**src/rtl/gcd_array.sv**
```systemverilog
// gcd_array: tagged (x, y) requests go to the lowest IDLE lane of LANES subtractive-Euclid engines.
// Latency: S + 2 cycles from the input handshake to the earliest output_valid (S = subtraction steps).
// Backpressure: input_ready is low while no lane is IDLE; a granted result holds stable until output_ready.
module gcd_array #(
    parameter int WIDTH    = 16,
    parameter int LANES    = 4,
    parameter int ID_WIDTH = 4
) (
    input  logic                clock,
    input  logic                reset,
    input  logic                input_valid,
    output logic                input_ready,
    input  logic [WIDTH-1:0]    input_bits_x,
    input  logic [WIDTH-1:0]    input_bits_y,
    input  logic [ID_WIDTH-1:0] input_bits_id,
    output logic                output_valid,
    input  logic                output_ready,
    output logic [WIDTH-1:0]    output_bits,
    output logic [ID_WIDTH-1:0] output_bits_id,
    output logic                busy
);
    localparam int PW = (LANES > 1) ? $clog2(LANES) : 1;

    typedef enum logic [1:0] {
        IDLE = 2'd0,
        RUN  = 2'd1,
        DONE = 2'd2
    } lane_state_t;

    // Per-lane engine state; x doubles as the result register once the lane is DONE
    typedef struct packed {
        lane_state_t         st;
        logic [WIDTH-1:0]    x;
        logic [WIDTH-1:0]    y;
        logic [ID_WIDTH-1:0] id;
    } lane_t;

    lane_t         lane_q [LANES];
    lane_t         lane_d [LANES];
    logic [PW-1:0] ptr_q, ptr_d;
    logic [PW-1:0] grant_q, grant_d;
    logic          lock_q, lock_d;

    logic [PW-1:0] idle_idx;
    logic [PW-1:0] rr_idx;
    logic [PW-1:0] out_idx;
    logic [PW-1:0] hi_idx, lo_idx;
    logic          hi_found;
    logic          in_fire, out_fire;

    // Occupancy flags and lowest-index IDLE lane (scan downwards so the lowest index wins)
    always_comb begin
        input_ready  = 1'b0;
        busy         = 1'b0;
        output_valid = 1'b0;
        idle_idx     = '0;
        for (int i = LANES - 1; i >= 0; i--) begin
            if (lane_q[i].st == IDLE) begin
                input_ready = 1'b1;
                idle_idx    = PW'(i);
            end else begin
                busy = 1'b1;
            end
            if (lane_q[i].st == DONE) begin
                output_valid = 1'b1;
            end
        end
    end

    // Round-robin pick: first DONE lane at index >= ptr, otherwise wrap to the lowest DONE lane;
    // a locked grant overrides the pick so a presented result cannot change under backpressure
    always_comb begin
        hi_found = 1'b0;
        hi_idx   = '0;
        lo_idx   = '0;
        for (int i = LANES - 1; i >= 0; i--) begin
            if (lane_q[i].st == DONE) begin
                if (i >= int'(ptr_q)) begin
                    hi_found = 1'b1;
                    hi_idx   = PW'(i);
                end else begin
                    lo_idx = PW'(i);
                end
            end
        end
        rr_idx  = hi_found ? hi_idx : lo_idx;
        out_idx = lock_q ? grant_q : rr_idx;
    end

    // Result presentation; driven to zero whenever nothing is pending
    always_comb begin
        output_bits    = '0;
        output_bits_id = '0;
        if (output_valid) begin
            output_bits    = lane_q[out_idx].x;
            output_bits_id = lane_q[out_idx].id;
        end
    end

    // Engine steps, result hand-off with round-robin advance, grant locking and dispatch
    always_comb begin
        lane_d   = lane_q;
        ptr_d    = ptr_q;
        grant_d  = grant_q;
        lock_d   = lock_q;
        in_fire  = input_valid && input_ready;
        out_fire = output_valid && output_ready;

        for (int i = 0; i < LANES; i++) begin
            if (lane_q[i].st == RUN) begin
                if (lane_q[i].y == '0) begin
                    lane_d[i].st = DONE;
                end else if (lane_q[i].x == '0) begin
                    lane_d[i].x  = lane_q[i].y;
                    lane_d[i].st = DONE;
                end else if (lane_q[i].x > lane_q[i].y) begin
                    lane_d[i].x = lane_q[i].x - lane_q[i].y;
                end else begin
                    lane_d[i].y = lane_q[i].y - lane_q[i].x;
                end
            end
        end

        if (out_fire) begin
            lane_d[out_idx].st = IDLE;
            ptr_d  = (out_idx == PW'(LANES - 1)) ? '0 : out_idx + 1'b1;
            lock_d = 1'b0;
        end else if (output_valid && !lock_q) begin
            lock_d  = 1'b1;
            grant_d = rr_idx;
        end

        // A lane freed by this cycle's hand-off is still DONE here, so it is never picked
        if (in_fire) begin
            lane_d[idle_idx].st = RUN;
            lane_d[idle_idx].x  = input_bits_x;
            lane_d[idle_idx].y  = input_bits_y;
            lane_d[idle_idx].id = input_bits_id;
        end
    end

    // State registers; reset discards every in-flight request and result
    always_ff @(posedge clock) begin
        if (reset) begin
            for (int i = 0; i < LANES; i++) begin
                lane_q[i].st <= IDLE;
                lane_q[i].x  <= '0;
                lane_q[i].y  <= '0;
                lane_q[i].id <= '0;
            end
            ptr_q   <= '0;
            grant_q <= '0;
            lock_q  <= 1'b0;
        end else begin
            for (int i = 0; i < LANES; i++) begin
                lane_q[i] <= lane_d[i];
            end
            ptr_q   <= ptr_d;
            grant_q <= grant_d;
            lock_q  <= lock_d;
        end
    end
endmodule

```
**config.mk**
```make
export PLATFORM = sky130hd
export DESIGN_NAME = gcd_array
export DESIGN_NICKNAME = d
export VERILOG_FILES = /design/src/rtl/gcd_array.sv
export SDC_FILE = /design/constraint.sdc
export NUM_CORES = 1
export LEC_CHECK = 0
export BUFFER_PORTS_ARGS = -buffer_cell sky130_fd_sc_hd__buf_4
export CAP_MARGIN = 15
export CORE_MARGIN = 5
export CORE_UTILIZATION = 64
export CTS_CLUSTER_DIAMETER = 100
export CTS_CLUSTER_SIZE = 12
export DETAILED_ROUTE_END_ITERATION = 8
export HOLD_SLACK_MARGIN = 0.12
export PLACE_DENSITY_LB_ADDON = 0.15
export SKIP_CTS_REPAIR_TIMING = 1
export SLEW_MARGIN = 20
export SYNTH_ARGS = -nofsm -noshare
export SYNTH_HDL_FRONTEND = slang
export SYNTH_SLANG_ARGS = --single-unit
export TNS_END_PERCENT = 50
```
**constraint.sdc**
```tcl
create_clock -name clock -period 3.6 [get_ports clock]
set_input_delay 0.54 -clock clock [delete_from_list [all_inputs] [get_ports clock]]
set_output_delay 0.54 -clock clock [all_outputs]
set_load 0.005 [all_outputs]
```
==> results of run 1 <==
flip-flops by register name, summed over array words and instances, names as in the netlist:
signal,cells
ptr_q,2
lock_q,1
grant_q,2
lane_q,152
metal layers:
layer	vias up	share of wire [%]	routed length, um	track usage [%]
li1	6955	-	-	-
met3	198	13	7130	11.6
met4	10	5.9	3180	20.0
met2	1045	42	22600	58.4
met5	-	0.12	66	0
met1	7156	39	21400	53.8
worst paths after layout:
kind	startpoint	end	slack [ns]	depth (start not counted)
max reg2reg	lane_q[20]$_SDFF_PP0_	lane_q[35]$_SDFF_PP0_	0.21	11
min reg2reg	lane_q[114]$_SDFFE_PP0P_	lane_q[114]$_SDFFE_PP0P_	0.46	2
max	lane_q[74]$_SDFF_PP0_	output_bits[15]	0.10	10
min	input_bits_id[3]	lane_q[41]$_SDFFE_PP0P_	0.38	3
cell families (layout without fill, tap and decap cells):
logic type / Yosys count / in the layout / share of synthesized area, %
adder cells (fa/ha/maj): 136 / 136 / 12.0
AO/OA/AOI/OAI: 545 / 545 / 26.3
buffers and inverters: 277 / 307 / 7.96
other: 0 / 2 / 0
multiplexers: 46 / 46 / 4.83
AND/OR/NAND/NOR: 660 / 660 / 21.8
XOR/XNOR: 99 / 99 / 5.89
flip-flops: 157 / 157 / 21.3
layout make-up:
class                      count  share of cell area (%)
inverter                     151                    3.52
multi-input combinational   1486                    65.0
timing repair buffer         124                    5.91
clock inverter                13                   0.949
tap                          285                    2.22
clock buffer                  19                    2.82
antenna                        2                  0.0311
sequential                   157                    19.5
worst max-delay path, delay by kind of cell (launching register included):
family          cells  cell delay (ns)
flops               1             0.47
buf+inv             3             0.49
compound gates      1             0.16
simple gates        4             0.90
mux                 2             0.48
synthesized netlist by cell type, types with 30 or more instances:
master    instances  area, um2
nand3_1          30        150
ha_1            128       1600
nor2_1          231        867
a21o_1           39        293
nor4_1           41        257
xnor2_1          64        561
inv_1           150        563
nor3_1           85        425
o21ai_0          71        355
a21oi_1         147        736
dfxtp_1         157       3140
xor2_1           35        307
nand2_1         129        484
clkbuf_1         79        297
buf_2            30        150
a211oi_1         73        548
power breakdown:
group / internal, mW / switching [mW] / total (mW) / leakage [nW]
Sequential: 2.11 / 0.504 / 2.61 / 1.28
Clock: 1.08 / 0.829 / 1.91 / 0.299
Combinational: 4.50 / 6.57 / 11.1 / 4.89
==> flow_metrics.py, run 1 <==
metrics = {
    "outcome": {
        "status": "complete, no violations",
    },
    "detailed_routing": {
        "drt_iter0_drc": 2543,
        "drt_wl_total_mm": 54.3,
        "viasPerCell": 6.87,
        "drc": 0,
        "postRouteAntennaNets": 0,
        "drt_first_pass_iters": 8,
        "vias": 15400,
        "wl_per_cell_um": 24.3,
    },
    "placement": {
        "dpl_cell_area_mm2": 0.0154,
        "io_buffers": 62,
        "gp_congestion": 1.00,
        "place_inst": 2195,
        "dp_hpwl_mm": 40.5,
        "dp_slack_ns": 0.198,
    },
    "global_route": {
        "grt_overflow_total": 0,
        "grt_pass1_vias": 14000,
        "grt_usage_pct": 39.9,
        "grt_pass1_wl_mm": 81.4,
        "grt_max_degree": 62,
        "antenna_found_initial": 4,
    },
    "setup_path": {
        "cp.required_ns": 3.06,
        "cp_slowest_cell": "dfxtp_1",
        "cp_max_fo": 8,
        "path_cells": "and2b_1, a21oi_1, nor2_1, nor3_1, mux2i_4, buf_4, buf_4, mux4_2, and2_1, buf_4",
        "cpMostUsedCell": "buf_4",
        "arrival_ns": 2.96,
        "cpPeakStageDelay_ns": 0.47,
        "crit_path_end_kind": "output pin",
        "start_kind": "flop",
        "path_class": "flop to output pin",
    },
    "cells_and_area": {
        "final_common_cell": "nor2_1",
        "drive_gt1_share_pct": 11.5,
        "multiInputGateArea_mm2": 0.0105,
        "layout_common_cells": "nor2_1 (231), dfxtp_1 (157), inv_1 (150)",
        "num-fill-cells": 1908,
        "nets": 2113,
        "layoutNonFillerInstCount": 2237,
        "final_cell_area_mm2": 0.0161,
        "regArea_mm2": 0.00314,
        "areaGrowthSynthToFinish_pct": 9.21,
        "final_util_pct": 71.0,
    },
    "cts": {
        "clkTransAtPathRegs_ns": 0.07,
        "cts_buffers": 17,
        "cts_sinks": 157,
        "root_buffer": "clkbuf_16",
        "clkLatencyLatePin_ns": 0.44,
        "htree_levels": 4,
        "tritoncts": "built",
        "cts_buffer_depth": 2,
    },
    "sta": {
        "slew_headroom_pct": 25.8,
        "final.setup.tns_ns": 0,
        "fin_crit_sh_pct": 97.1,
        "hold_ws_ns": 0.378,
        "min_period_ns": 3.50,
        "setup_slack_ns": 0.103,
        "clock_skew_ns": 0.0125,
        "rsz0062_at_grt": "false",
        "slew_viol_final": 0,
        "hold_viol": 0,
        "fmax_ghz": 0.286,
        "tightest_slew_ns": 1.11,
        "setup-violations-final": 0,
    },
    "yosys": {
        "syn_inst": 1920,
        "ys_types": 95,
        "syn_avg_cell_area_um2": 7.67,
        "async_reset_ff_share_pct": 0,
        "synth-seq-cells": 157,
        "synth-seq-area-share_pct": 21.3,
        "syn_nets": 2096,
        "netlist_area_mm2": 0.0147,
        "synth_flop_cell": "dfxtp_1",
        "yosys_warnings": 0,
        "synth_edf_count": 0,
    },
    "power_and_ir_drop": {
        "p_leak_nw": 6.47,
        "pwr_density_cell_mw_per_mm2": 970,
        "fin_total_pwr_mw": 15.6,
        "peakVddDrop_mv": 0.661,
    },
    "floorplanning": {
        "start_util_pct": 65.0,
        "num_io_pins": 63,
        "die_y_um": 162,
        "die_w_um": 162,
        "rows": 55,
        "core_mm2": 0.0226,
        "fp.dieArea_mm2": 0.0261,
    },
    "job": {
        "cap_violations": 0,
    },
    "min_path": {
        "hold_path_class": "input port to flop",
    },
}
Power figures use the tool's default switching activity.
==> run 2, diff against run 1 <==
- BUFFER_PORTS_ARGS: -buffer_cell sky130_fd_sc_hd__buf_4 -> unset
- CORE_UTILIZATION: 64 -> 66
- DONT_BUFFER_PORTS: unset -> 1
- SKIP_CTS_REPAIR_TIMING: 1 -> unset
- SKIP_LAST_GASP: unset -> 1
==> run 2 against run 1 <==
Effect of this change:
- routed wire length rose by 0.66%
- clock power is 2% lower
- non-clock buffer count shrank 77
- highest routed layer unchanged
- sequential share of layout area rose by 0.80 points
- maximum frequency grew 0.49%
- cell count shrank 3.7%
- largest power group unchanged
- via count decreased by 1.6%
==> flow_metrics.py, run 2 (synthesis results as in run 1) <==
metrics = {
    "cells_and_area": {
        "regArea_mm2": 0.00314,
        "drive_gt1_share_pct": 7.80,
        "largest-register": "lane_q",
        "layoutNonFillerInstCount": 2154,
        "final_util_pct": 70.6,
        "num-fill-cells": 1841,
        "nets": 2036,
        "largest_register_ffs": 152,
        "reg_top3": "lane_q x152, grant_q x2, ptr_q x2",
        "final_common_cell": "nor2_1",
        "multiInputGateArea_mm2": 0.0104,
        "layout_common_cells": "nor2_1 (231), dfxtp_1 (157), inv_1 (150)",
        "areaGrowthSynthToFinish_pct": 4.94,
    },
    "cts": {
        "post_cts_buffers": 0,
        "htree_levels": 4,
        "cts_buffers": 17,
        "clkTransAtPathRegs_ns": 0.07,
        "tritoncts": "built",
        "cts_sinks": 157,
        "cts_buffer_depth": 2,
        "clkLatencyLatePin_ns": 0.45,
        "root_buffer": "clkbuf_16",
    },
    "detailed_routing": {
        "viasPerCell": 7.02,
        "drt_first_pass_iters": 6,
        "drt_wl_total_mm": 54.7,
        "wl_per_cell_um": 25.4,
        "drt_iter0_drc": 2137,
        "drc": 0,
        "vias": 15100,
        "postRouteAntennaNets": 0,
    },
    "power_and_ir_drop": {
        "peakVddDrop_mv": 0.828,
        "p_leak_nw": 6.05,
        "pwr_density_cell_mw_per_mm2": 970,
    },
    "global_route": {
        "grt_usage_pct": 41.1,
        "antenna_found_initial": 6,
        "grt_pass1_wl_mm": 82.7,
        "grt_max_degree": 136,
        "grt_overflow_total": 0,
        "grt_pass1_vias": 14000,
    },
    "sta": {
        "hold_viol": 0,
        "setup_slack_ns": 0.120,
        "min_period_ns": 3.48,
        "hold_ws_ns": 0.170,
        "slew_viol_final": 0,
        "setup-violations-final": 0,
        "final.setup.tns_ns": 0,
        "rsz0062_at_grt": "false",
        "fmax_ghz": 0.287,
        "clock_skew_ns": 0.0136,
        "fin_crit_sh_pct": 96.7,
        "slew_headroom_pct": 17.8,
        "tightest_slew_ns": 1.23,
    },
    "setup_path": {
        "cp_slowest_cell": "mux4_2",
        "crit_path_end_kind": "output pin",
        "cp_max_fo": 8,
        "reg2reg_from": "lane_q[134]$_SDFF_PP0_",
        "crit_buf_inv": 1,
        "ff2ff_path_depth": 11,
        "rr_endpoint": "lane_q[145]$_SDFF_PP0_",
        "path_cells": "nor2b_1, nand2_1, a21oi_1, nor3_2, mux2i_4, buf_4, mux4_2, and2_1",
        "start_kind": "flop",
        "cp.required_ns": 3.06,
        "cp_top_family": "multiplexers",
        "rrSetupSlack_ns": 0.31,
        "cpPeakStageDelay_ns": 0.50,
        "path_class": "flop to output pin",
        "arrival_ns": 2.94,
    },
    "min_path": {
        "holdPathEnd": "lane_q[83]$_SDFF_PP0_",
        "min_path_cells": 1,
        "hold_path_class": "input port to flop",
        "min_from": "reset",
    },
    "floorplanning": {
        "start_util_pct": 67.3,
        "die_y_um": 159,
        "core_mm2": 0.0219,
        "fp.dieArea_mm2": 0.0254,
        "num_io_pins": 63,
        "rows": 54,
        "die_w_um": 159,
    },
    "outcome": {
        "status": "complete, no violations",
    },
    "placement": {
        "place_inst": 2121,
        "io_buffers": 0,
        "gp_congestion": 1.03,
        "dp_hpwl_mm": 40.4,
        "dp_slack_ns": 0.425,
    },
    "job": {
        "cap_violations": 0,
    },
}
-- run 2: cell types whose count changed in the layout (fill, tap and decap cells not counted), sizes merged --
cell	change
buf	-77
inv	-4
clkinvlp	+2
clkinv	+1
-- run 2: cell type report --
type | instances | area share [%]
Timing Repair Buffer | 47 | 2.31
Clock buffer | 19 | 2.87
Clock inverter | 12 | 0.907
Multi-Input combinational cell | 1486 | 67.6
Inverter | 151 | 3.67
Antenna cell | 2 | 0.0324
Sequential cell | 157 | 20.3
Tap cell | 280 | 2.27
-- run 2: power by group --
group / switching [mW] / internal [mW] / leakage (nW)
clock: 0.828 / 1.04 / 0.276
combinational: 6.26 / 4.25 / 4.50
sequential: 0.505 / 2.10 / 1.28
total: 7.60 / 7.39 / 6.05
-- run 2: routing by layer --
layer | share of wire, % | global-route usage, % | up-vias
met4 | 8.5 | 29.0 | 6
met1 | 38 | 53.7 | 6979
met3 | 13 | 11.5 | 263
met5 | 0.091 | 0 | -
met2 | 41 | 58.4 | 1092
li1 | - | - | 6784
-- run 2: worst max path at each step --
| stage | cells after the start | slack [ns] | endpoint | startpoint |
|---|---|---|---|---|
| final | 8 | 0.12 | output_bits_id[2] | lane_q[151]$_SDFF_PP0_ |
| after global routing | 8 | 0.03 | output_bits[14] | lane_q[151]$_SDFF_PP0_ |
| after CTS | 8 | 0.1 | output_bits[14] | lane_q[151]$_SDFF_PP0_ |
| after detailed placement | 11 | 0.42 | lane_q[68]$_SDFF_PP0_ | lane_q[58]$_SDFF_PP0_ |
| after global placement | 8 | 0.53 | output_bits[10] | lane_q[151]$_SDFF_PP0_ |
| after floorplan | 8 | 0.81 | output_bits[12] | lane_q[151]$_SDFF_PP0_ |
-- run 2: repair_timing --
item | CTS | global route
hold endpoints to repair | 0 | 0
hold buffers | 0 | 0
resized for setup | 0 | 2
setup endpoints to repair | 0 | 3
-- run 2: per-stage QoR --
stage          power [mW]  cell area (um2)
6_report             15.0            15500
5_1_grt              15.8            15400
4_1_cts              14.6            15400
3_5_place_dp         12.6            14900
3_3_place_gp         12.5            14900
2_1_floorplan        10.6            14700
-- run 2: worst register-to-register path: stages (launching register included) --
cell	delay (ns)
dfxtp_1	0.39
inv_1	0.11
ha_1	0.23
fa_1	0.41
nor2b_1	0.16
o31a_1	0.21
o221a_4	0.27
o2111ai_4	0.19
a21oi_4	0.34
nand2_1	0.34
a221oi_1	0.39
a21oi_1	0.13
